<file path="config.mk">
export PLATFORM = sky130hd
export DESIGN_NAME = bin_to_bcd_seq
export DESIGN_NICKNAME = d
export VERILOG_FILES = /design/src/rtl/bin_to_bcd_seq_pkg.sv /design/src/rtl/bin_to_bcd_seq_add3.sv /design/src/rtl/bin_to_bcd_seq.sv
export SDC_FILE = /design/constraint.sdc
export NUM_CORES = 1
export LEC_CHECK = 0
export ABC_AREA = 1
export CORE_MARGIN = 4
export CORE_UTILIZATION = 55
export DETAILED_ROUTE_END_ITERATION = 10
export HOLD_SLACK_MARGIN = 0.06
export MAX_ROUTING_LAYER = met4
export PLACE_DENSITY = 0.87
export SETUP_SLACK_MARGIN = 0.02
export SYNTH_ARGS = -nofsm -noshare
export SYNTH_HDL_FRONTEND = slang
export SYNTH_SLANG_ARGS = --single-unit
export TNS_END_PERCENT = 5
</file>
<file path="constraint.sdc">
create_clock -name clk -period 1.9 [get_ports clk]
set_clock_uncertainty 0.15 [all_clocks]
set_input_delay 0.38 -clock clk [delete_from_list [all_inputs] [get_ports clk]]
set_output_delay 0.38 -clock clk [all_outputs]
set_load 0.02 [all_outputs]
</file>
<file path="src/rtl/bin_to_bcd_seq_pkg.sv">
// Shared display codes, FSM state type and helpers for the sequential binary-to-BCD converter.
package bin_to_bcd_seq_pkg;

  // Seven-seg codes that sit outside the 0..9 digit range.
  localparam logic [3:0] SEG_OFF   = 4'hF;
  localparam logic [3:0] SEG_MINUS = 4'hA;

  typedef enum logic [1:0] {
    B2B_IDLE   = 2'd0,
    B2B_SHIFT  = 2'd1,
    B2B_FINISH = 2'd2
  } b2b_state_e;

  // Code shown in place of a leading zero digit.
  function automatic logic [3:0] lz_code(input bit blank);
    return blank ? SEG_OFF : 4'd0;
  endfunction

endpackage

</file>
<file path="src/rtl/bin_to_bcd_seq_add3.sv">
// Double-dabble correction cell: nibbles of 5 or more get +3 before the next left shift.
module bcd_add3 (
  input  logic [3:0] in_nib,
  output logic [3:0] out_nib
);

  assign out_nib = (in_nib >= 4'd5) ? (in_nib + 4'd3) : in_nib;

endmodule

</file>
<file path="src/rtl/bin_to_bcd_seq.sv">
// Signed binary to 3-digit BCD + sign, one bit per clock, with start/busy/done handshake.
module bin_to_bcd_seq
  import bin_to_bcd_seq_pkg::*;
#(
  parameter int WIDTH    = 10,
  parameter bit BLANK_LZ = 1'b1
) (
  input  logic             clk,
  input  logic             rst,
  input  logic             start,
  input  logic [WIDTH-1:0] bin_in,
  output logic             busy,
  output logic             done,
  output logic [3:0]       out_ones,
  output logic [3:0]       out_tens,
  output logic [3:0]       out_huns,
  output logic [3:0]       sign,
  output logic             neg,
  output logic             ovf
);

  localparam int               CW  = $clog2(WIDTH + 1);
  localparam logic [3:0]       LZ  = lz_code(BLANK_LZ);
  localparam logic [WIDTH-1:0] ONE = {{(WIDTH-1){1'b0}}, 1'b1};

  b2b_state_e       state_q, state_d;
  logic [CW-1:0]    cnt_q, cnt_d;
  logic [WIDTH-1:0] mag_q, mag_d;
  logic [15:0]      bcd_q, bcd_d;
  logic             neg_r_q, neg_r_d;
  logic             busy_q, busy_d;
  logic             done_q, done_d;
  logic [3:0]       ones_q, ones_d;
  logic [3:0]       tens_q, tens_d;
  logic [3:0]       huns_q, huns_d;
  logic [3:0]       sign_q, sign_d;
  logic             neg_q, neg_d;
  logic             ovf_q, ovf_d;

  logic [15:0]      bcd_adj;

  generate
    for (genvar gi = 0; gi < 4; gi++) begin : g_add3
      bcd_add3 u_add3 (
        .in_nib (bcd_q[gi*4 +: 4]),
        .out_nib(bcd_adj[gi*4 +: 4])
      );
    end
  endgenerate

  always_comb begin
    state_d = state_q;
    cnt_d   = cnt_q;
    mag_d   = mag_q;
    bcd_d   = bcd_q;
    neg_r_d = neg_r_q;
    busy_d  = busy_q;
    done_d  = 1'b0;
    ones_d  = ones_q;
    tens_d  = tens_q;
    huns_d  = huns_q;
    sign_d  = sign_q;
    neg_d   = neg_q;
    ovf_d   = ovf_q;

    case (state_q)
      B2B_IDLE: begin
        if (start) begin
          neg_r_d = bin_in[WIDTH-1];
          // Two's-complement negate as unsigned, so the most negative value maps to its magnitude.
          mag_d   = bin_in[WIDTH-1] ? (~bin_in + ONE) : bin_in;
          bcd_d   = 16'd0;
          cnt_d   = CW'(WIDTH);
          busy_d  = 1'b1;
          state_d = B2B_SHIFT;
        end
      end

      B2B_SHIFT: begin
        bcd_d = {bcd_adj[14:0], mag_q[WIDTH-1]};
        mag_d = {mag_q[WIDTH-2:0], 1'b0};
        cnt_d = cnt_q - CW'(1);
        if (cnt_q == CW'(1)) begin
          state_d = B2B_FINISH;
        end
      end

      B2B_FINISH: begin
        state_d = B2B_IDLE;
        busy_d  = 1'b0;
        done_d  = 1'b1;
        // A zero magnitude never reports as negative.
        neg_d   = neg_r_q && (bcd_q != 16'd0);
        sign_d  = neg_d ? SEG_MINUS : SEG_OFF;
        if (bcd_q[15:12] != 4'd0) begin
          ovf_d  = 1'b1;
          ones_d = 4'd9;
          tens_d = 4'd9;
          huns_d = 4'd9;
        end else begin
          ovf_d  = 1'b0;
          ones_d = bcd_q[3:0];
          huns_d = (bcd_q[11:8] == 4'd0) ? LZ : bcd_q[11:8];
          tens_d = (bcd_q[11:4] == 8'd0) ? LZ : bcd_q[7:4];
        end
      end

      default: begin
        state_d = B2B_IDLE;
        busy_d  = 1'b0;
      end
    endcase
  end

  always_ff @(posedge clk or posedge rst) begin
    if (rst) begin
      state_q <= B2B_IDLE;
      cnt_q   <= '0;
      mag_q   <= '0;
      bcd_q   <= '0;
      neg_r_q <= 1'b0;
      busy_q  <= 1'b0;
      done_q  <= 1'b0;
      ones_q  <= 4'd0;
      tens_q  <= LZ;
      huns_q  <= LZ;
      sign_q  <= SEG_OFF;
      neg_q   <= 1'b0;
      ovf_q   <= 1'b0;
    end else begin
      state_q <= state_d;
      cnt_q   <= cnt_d;
      mag_q   <= mag_d;
      bcd_q   <= bcd_d;
      neg_r_q <= neg_r_d;
      busy_q  <= busy_d;
      done_q  <= done_d;
      ones_q  <= ones_d;
      tens_q  <= tens_d;
      huns_q  <= huns_d;
      sign_q  <= sign_d;
      neg_q   <= neg_d;
      ovf_q   <= ovf_d;
    end
  end

  assign busy     = busy_q;
  assign done     = done_q;
  assign out_ones = ones_q;
  assign out_tens = tens_q;
  assign out_huns = huns_q;
  assign sign     = sign_q;
  assign neg      = neg_q;
  assign ovf      = ovf_q;

endmodule
</file>
Word level (Yosys, flattened, before mapping)
Cells that the tools add are included.
Storage, ports and cells
  memories: 0
  memory bits (writable): 0
  memory bits (read-only): 0
  logic and storage cells: 65
  bits of input ports: 13
  register bits after elaboration: 53
  bits in latches: 0
  output and inout port bits: 20
Cells by class
  divide/modulo/power cells: 0
  order comparisons: 4
  multipliers: 0
  muxes and demuxes: 24
  reductions and logical operators: 11
  add/subtract/negate cells: 6
  shift-type cells: 0
  bitwise operators: 2
  equality and inequality tests: 5
Operators with widths (count)
  $mux 4: 9
  $pmux 16 s2: 1
  $mux 10: 2
  $pmux 10 s2: 1
  $ge 4x3->1 const B: 4
  $mux 16: 1
  $reduce_bool 16->1: 1
  $add 4x2->4 const B: 3
  $add 10x1->10 const B: 1
  $not 10->10: 1
  $logic_not 8->1: 1
  $pmux 4 s2: 1
  $reduce_and 2->1: 4
  $mux 3: 2
  $eq 4x1->1 const B: 1
  $logic_not 4->1: 1
  $mux 2: 2
  $ne 2x2->1 const B: 2
  $pmux 2 s2: 1
  $reduce_bool 4->1: 1
  $sub 4x1->4 const B: 1
  $add 3x2->3 const B: 1
  $mux 1: 3
  $eq 2x1->1 const B: 1
  other kinds (6): 6

Depth between registers and ports, before layout
  depth after elaboration: 5
  depth in mapped cells: 9
  gate-level depth less buffers: 9

Cells and area by module
Synthesis repeated with hierarchy kept, for this count alone.
Unflattened totals
  cell total of the unflattened synthesis: 377
  area, all modules: 2886.5 sq um
By module, submodules not included
  bin_to_bcd_seq: area each 2346.0 sq um, instances 1, cells an instance 285, seq. area each 1262.5 sq um
  bcd_add3: area each 135.1 sq um, instances 4, cells an instance 23, seq. area each 0.0 sq um

Worst setup path before layout
Ideal clock, no wire load.
  kind: register to register
  start point: reg bcd_q[8]
  end point: reg neg_q (netlist: neg)
  cell stages (with the launch flop): 8
  path buffers: 0
  setup slack: 0.488 ns
  library setup time: 0.116 ns
  data arrival time: 1.146 ns
  period minus slack after synthesis: 1.412 ns
  required time: 1.634 ns
  cells stage by stage: dfrtp_1 > inv_1 > ha_1 > nand3_1 > nor2_1 > nand2_1 > nand2_1 > nand2_1
On the way
  longest elaborated chain between the ends: 2
Ends and longest elaborated chain
  start: declaration: RTL line bin_to_bcd_seq.sv:29  | logic [15:0] bcd_q, bcd_d;
  start signal: assignment: RTL line bin_to_bcd_seq.sv:120  | bcd_q <= '0;
  start signal: assignment: RTL line bin_to_bcd_seq.sv:134  | bcd_q <= bcd_d;
  $reduce_bool 16->1: RTL line bin_to_bcd_seq.sv:93  | neg_d = neg_r_q && (bcd_q != 16'd0);
  $logic_and 1x1->1: RTL line bin_to_bcd_seq.sv:93
  end signal: assignment: RTL line bin_to_bcd_seq.sv:142  | neg_q <= neg_d;
  end: declaration: RTL line bin_to_bcd_seq.sv:37  | logic neg_q, neg_d;
No other way between the ends.
A chain may end at the register's enable or synchronous reset.

Worst setup path after layout
  start point: reg ones_q[2] (netlist: out_ones[2])
  end point: out out_ones[2]
RTL lines
  start: declaration: RTL line bin_to_bcd_seq.sv:33  | logic [3:0] ones_q, ones_d;
  start signal: assignment: RTL line bin_to_bcd_seq.sv:138  | ones_q <= ones_d;
  end: declaration: RTL line bin_to_bcd_seq.sv:14  | output logic [3:0] out_ones,
No word-level cell between the ends.

==> summary by stage <==
Synthesis
Synthesis inferred 50 register bits. The count of different cell masters after synthesis is 25. The average footprint of a synthesized cell is 8.06 µm². Yosys printed 0 warnings. The sequential share of the synthesized area is 47.3%.

Summing every instance area after synthesis gives 2670 µm². The number of instances in the synthesized netlist is 331.

Placement
Prior to clock tree synthesis, the placed netlist has a worst setup slack of 0.0536 ns. Summing all placed instances gives a cell area of 3050 µm². The number of port buffers is 30. Detailed placement finished with a half-perimeter wire length of 3.79 mm. The global placement routability congestion is 0.854.

CTS
The clock latency reported for the late side of the worst-skew pair is 0.30 ns. The total clock buffers created by CTS is 5. The count of H-tree levels built during CTS is 2. The clock-pin slew reported for the worst setup and hold paths after clock tree synthesis is 0.08 ns.

In this run the clock root is driven by a sky130_fd_sc_hd__clkbuf_8. The CTS tree is done. The maximum buffer depth of the clock tree is 2.

For this design, the CTS-stage hold fixing added 0 buffers. The number of clock sinks is 50.

Timing
The number of failing hold endpoints at the final stage is 0. The worst path uses 94.7% of the clock period. Setup repair after global routing left no endpoint under its margin. The maximum achievable frequency is 0.556 GHz. Setup violations remaining at the end of the flow were counted as 0.

After layout, the minimum clock period comes to 1.80 ns. The sum of negative setup slack is 0 ns. The max-slew violation count is 0.

Setup slack closes at 0.100 ns.

Floorplanning
The initial utilization of the core area, before any placement, comes to 56.5%. In this run the vertical extent of the chip is 77.6 µm. The die outline width is 77.6 µm. The number of rows created at floorplan is 25. The core box area is 4720 µm². The number of ports placed on the die boundary is 33. The die covers 6030 µm².

Drt
The aggregate routed wire length is 5.07 mm. The via count of the routed design is 2241. The violation count after the first detailed-route iteration is 161. After detailed routing, the number of vias per cell comes to 5.16. The average wire per standard cell is 11.7 µm. The number of nets with antenna violations after routing is 0. The iteration count of the initial detailed-routing pass is 4. The detailed-route DRC error count is 0.

Critical path
In this run the worst path has a maximum fanout of 2. Traced cell by cell, the critical path runs through clkdlybuf4s50_1. The count of buffering cells on the critical path with inverters included is 1. The required time at the worst-slack endpoint is 1.37 ns. The worst setup path is captured at a primary output. For the worst flop-to-flop path, the logic depth is 7. The critical path starts at out_ones[2].

The maximum single-stage delay on the critical path is 0.61 ns. The cell family with the largest share of critical-path delay is buffers and inverters. The slowest stage of the critical path is the sky130_fd_sc_hd__clkdlybuf4s50_1 cell. The worst register-to-register path begins at bcd_q[8].

In this run the number of cells on the critical path is 1. The setup path with the least slack is of type flop to primary output. The worst setup path is launched from a flop. Data on the critical path arrives at its endpoint at 1.27 ns.

Power
The analysis attributes to net switching a power of 0.00211 W. Per report_power, the combinational group accounts for 48.5% of the total. The cell-internal power is 0.00277 W.

The clock network accounts for 12.8% of the total power. Dividing total power by cell area gives a power density of 1560 nW/µm². The leakage power is 1.55 nW.

The switching portion of total power is 43.2%. The maximum vdd drop is 0.661 mV. The proportion of power drawn by flip-flops and latches is 38.7%.

Worst hold path
In this run the worst hold path is classified as input port to async pin.

Finish
The number of nets in the layout is 391. The antenna diode count is 0. The share of cells above drive strength 1 is 8.72%.

The signed area change from the synthesized netlist to the final layout is 17.2%. The total non-filler cell area in the finished layout is 3130 µm². After filler insertion, the fill cell instance count of the layout stands at 377.

Global routing
Entering global routing, the biggest net connects 27 pins. The global-route usage over all layers is 18.8%. The global-route wire length before repair is 8.93 mm. The number of antenna violations at the first check in global routing came to 0. The final global-route overflow total is 0. The via count of the first global-routing pass is 2164.

Job
Across the run, the number of max-cap violations was 0.

Status
The flow ran to the end, and the final reports show no timing, DRC or antenna violations.
==> cell families (layout without fill, tap and decap cells) <==
| group | Yosys count | after routing | synth area share (%) |
|---|---|---|---|
| and+or+nand+nor | 147 | 147 | 22.9 |
| DFF | 50 | 50 | 47.3 |
| other | 1 | 2 | 0.141 |
| adders and majority gates | 12 | 12 | 5.63 |
| AOI/OAI and AO/OA | 66 | 66 | 13.7 |
| buffers and inverters | 52 | 87 | 9.29 |
| xor gates and xnor gates | 3 | 3 | 0.986 |
==> placed cells by master, fill, tap and decap left out <==
cell,instances
sky130_fd_sc_hd__dlygate4sd2_1,10
sky130_fd_sc_hd__nand2_1,91
sky130_fd_sc_hd__nand4_1,1
sky130_fd_sc_hd__a22oi_1,9
sky130_fd_sc_hd__conb_1,2
sky130_fd_sc_hd__o21ai_1,3
sky130_fd_sc_hd__clkbuf_1,1
sky130_fd_sc_hd__inv_1,37
sky130_fd_sc_hd__nor2_1,27
sky130_fd_sc_hd__inv_2,3
sky130_fd_sc_hd__dfrtp_1,41
sky130_fd_sc_hd__inv_4,2
sky130_fd_sc_hd__nand2_4,1
sky130_fd_sc_hd__dfstp_2,9
sky130_fd_sc_hd__a21oi_1,13
sky130_fd_sc_hd__nand3_1,24
sky130_fd_sc_hd__xor2_1,3
sky130_fd_sc_hd__ha_1,12
sky130_fd_sc_hd__buf_4,5
sky130_fd_sc_hd__clkdlybuf4s50_1,20
sky130_fd_sc_hd__o21ai_0,31
sky130_fd_sc_hd__nand2_2,1
sky130_fd_sc_hd__o211ai_1,1
sky130_fd_sc_hd__buf_12,2
sky130_fd_sc_hd__clkinv_2,1
sky130_fd_sc_hd__nor2_4,2
sky130_fd_sc_hd__a31oi_1,5
sky130_fd_sc_hd__clkbuf_8,6
sky130_fd_sc_hd__o22ai_1,4
==> cell usage after synthesis (all sizes together) <==
library cell  count  share of area [%]
ha               12                5.6
inv              42                6.1
buf              10                3.2
nand4             1               0.23
a31oi             5                1.2
conb              1               0.14
o21ai            34                6.4
a21oi            13                2.4
nor2             29                4.6
dfrtp            41                 38
nand3            24                4.5
o22ai             4               0.94
nand2            93                 13
dfstp             9                8.9
xor2              3               0.99
o211ai            1               0.28
a22oi             9                2.5
==> final timing paths <==
kind / endpoint / slack [ns]
min in group clk: out_huns[1] / 0.32
max in group asynchronous: out_huns[0] / 0.89
worst max-delay path: out_ones[2] / 0.10
worst max register to register: neg / 0.25
worst min-delay path: bcd_q[2] / 0.21
worst min register to register: out_huns[1] / 0.32
==> area by class of cell <==
type	instances	area, µm²	share of cell area (%)
clock inverter	1	5.00	0.160
inverter	42	163	5.20
sequential	50	1260	40.4
tap	67	83.8	2.68
clock buffer	7	86.3	2.76
timing repair buffer	37	365	11.7
multi-input combinational	230	1160	37.1
==> per-stage QoR <==
step	std cells	util [%]	power, W	hold WS, ns
2_1_floorplan	332	-	0.00368	0.303
3_3_place_gp	426	64.5	0.00422	0.307
3_5_place_dp	426	64.5	0.00434	0.307
4_1_cts	434	66.2	0.00490	0.215
5_1_grt	434	66.2	0.00533	0.222
6_report	434	66.2	0.00488	0.212
==> power by group through the flow <==
stage | clock network [W] | logic, W | registers [W]
2_1_floorplan | 0 | 0.00167 | 0.00201
3_3_place_gp | 0 | 0.00233 | 0.00189
3_5_place_dp | 0 | 0.00243 | 0.00191
4_1_cts | 0.000637 | 0.00238 | 0.00188
5_1_grt | 0.000685 | 0.00270 | 0.00195
6_report | 0.000622 | 0.00237 | 0.00189
==> per-layer routing <==
metal / vias up / share of wire, % / GRT usage, %
li1: 1137 / - / -
met1: 1035 / 45 / 21.4
met2: 62 / 48 / 31.5
met3: 7 / 5.4 / 4.52
met4: 0 / 1.7 / 8.01
met5: - / 0 / -
==> flip-flops by register name (all words and copies together) (netlist names), 2 cells and up <==
register	count
out_tens	4
cnt_q	4
out_huns	4
mag_q	10
out_ones	4
state_q	2
bcd_q	16
==> repair_timing <==
item	in CTS	in global routing
buffers inserted	0	0
gates resized for setup	10	0
endpoints found under the setup margin	10	0
No activity file was read; power rests on OpenSTA's default activity.
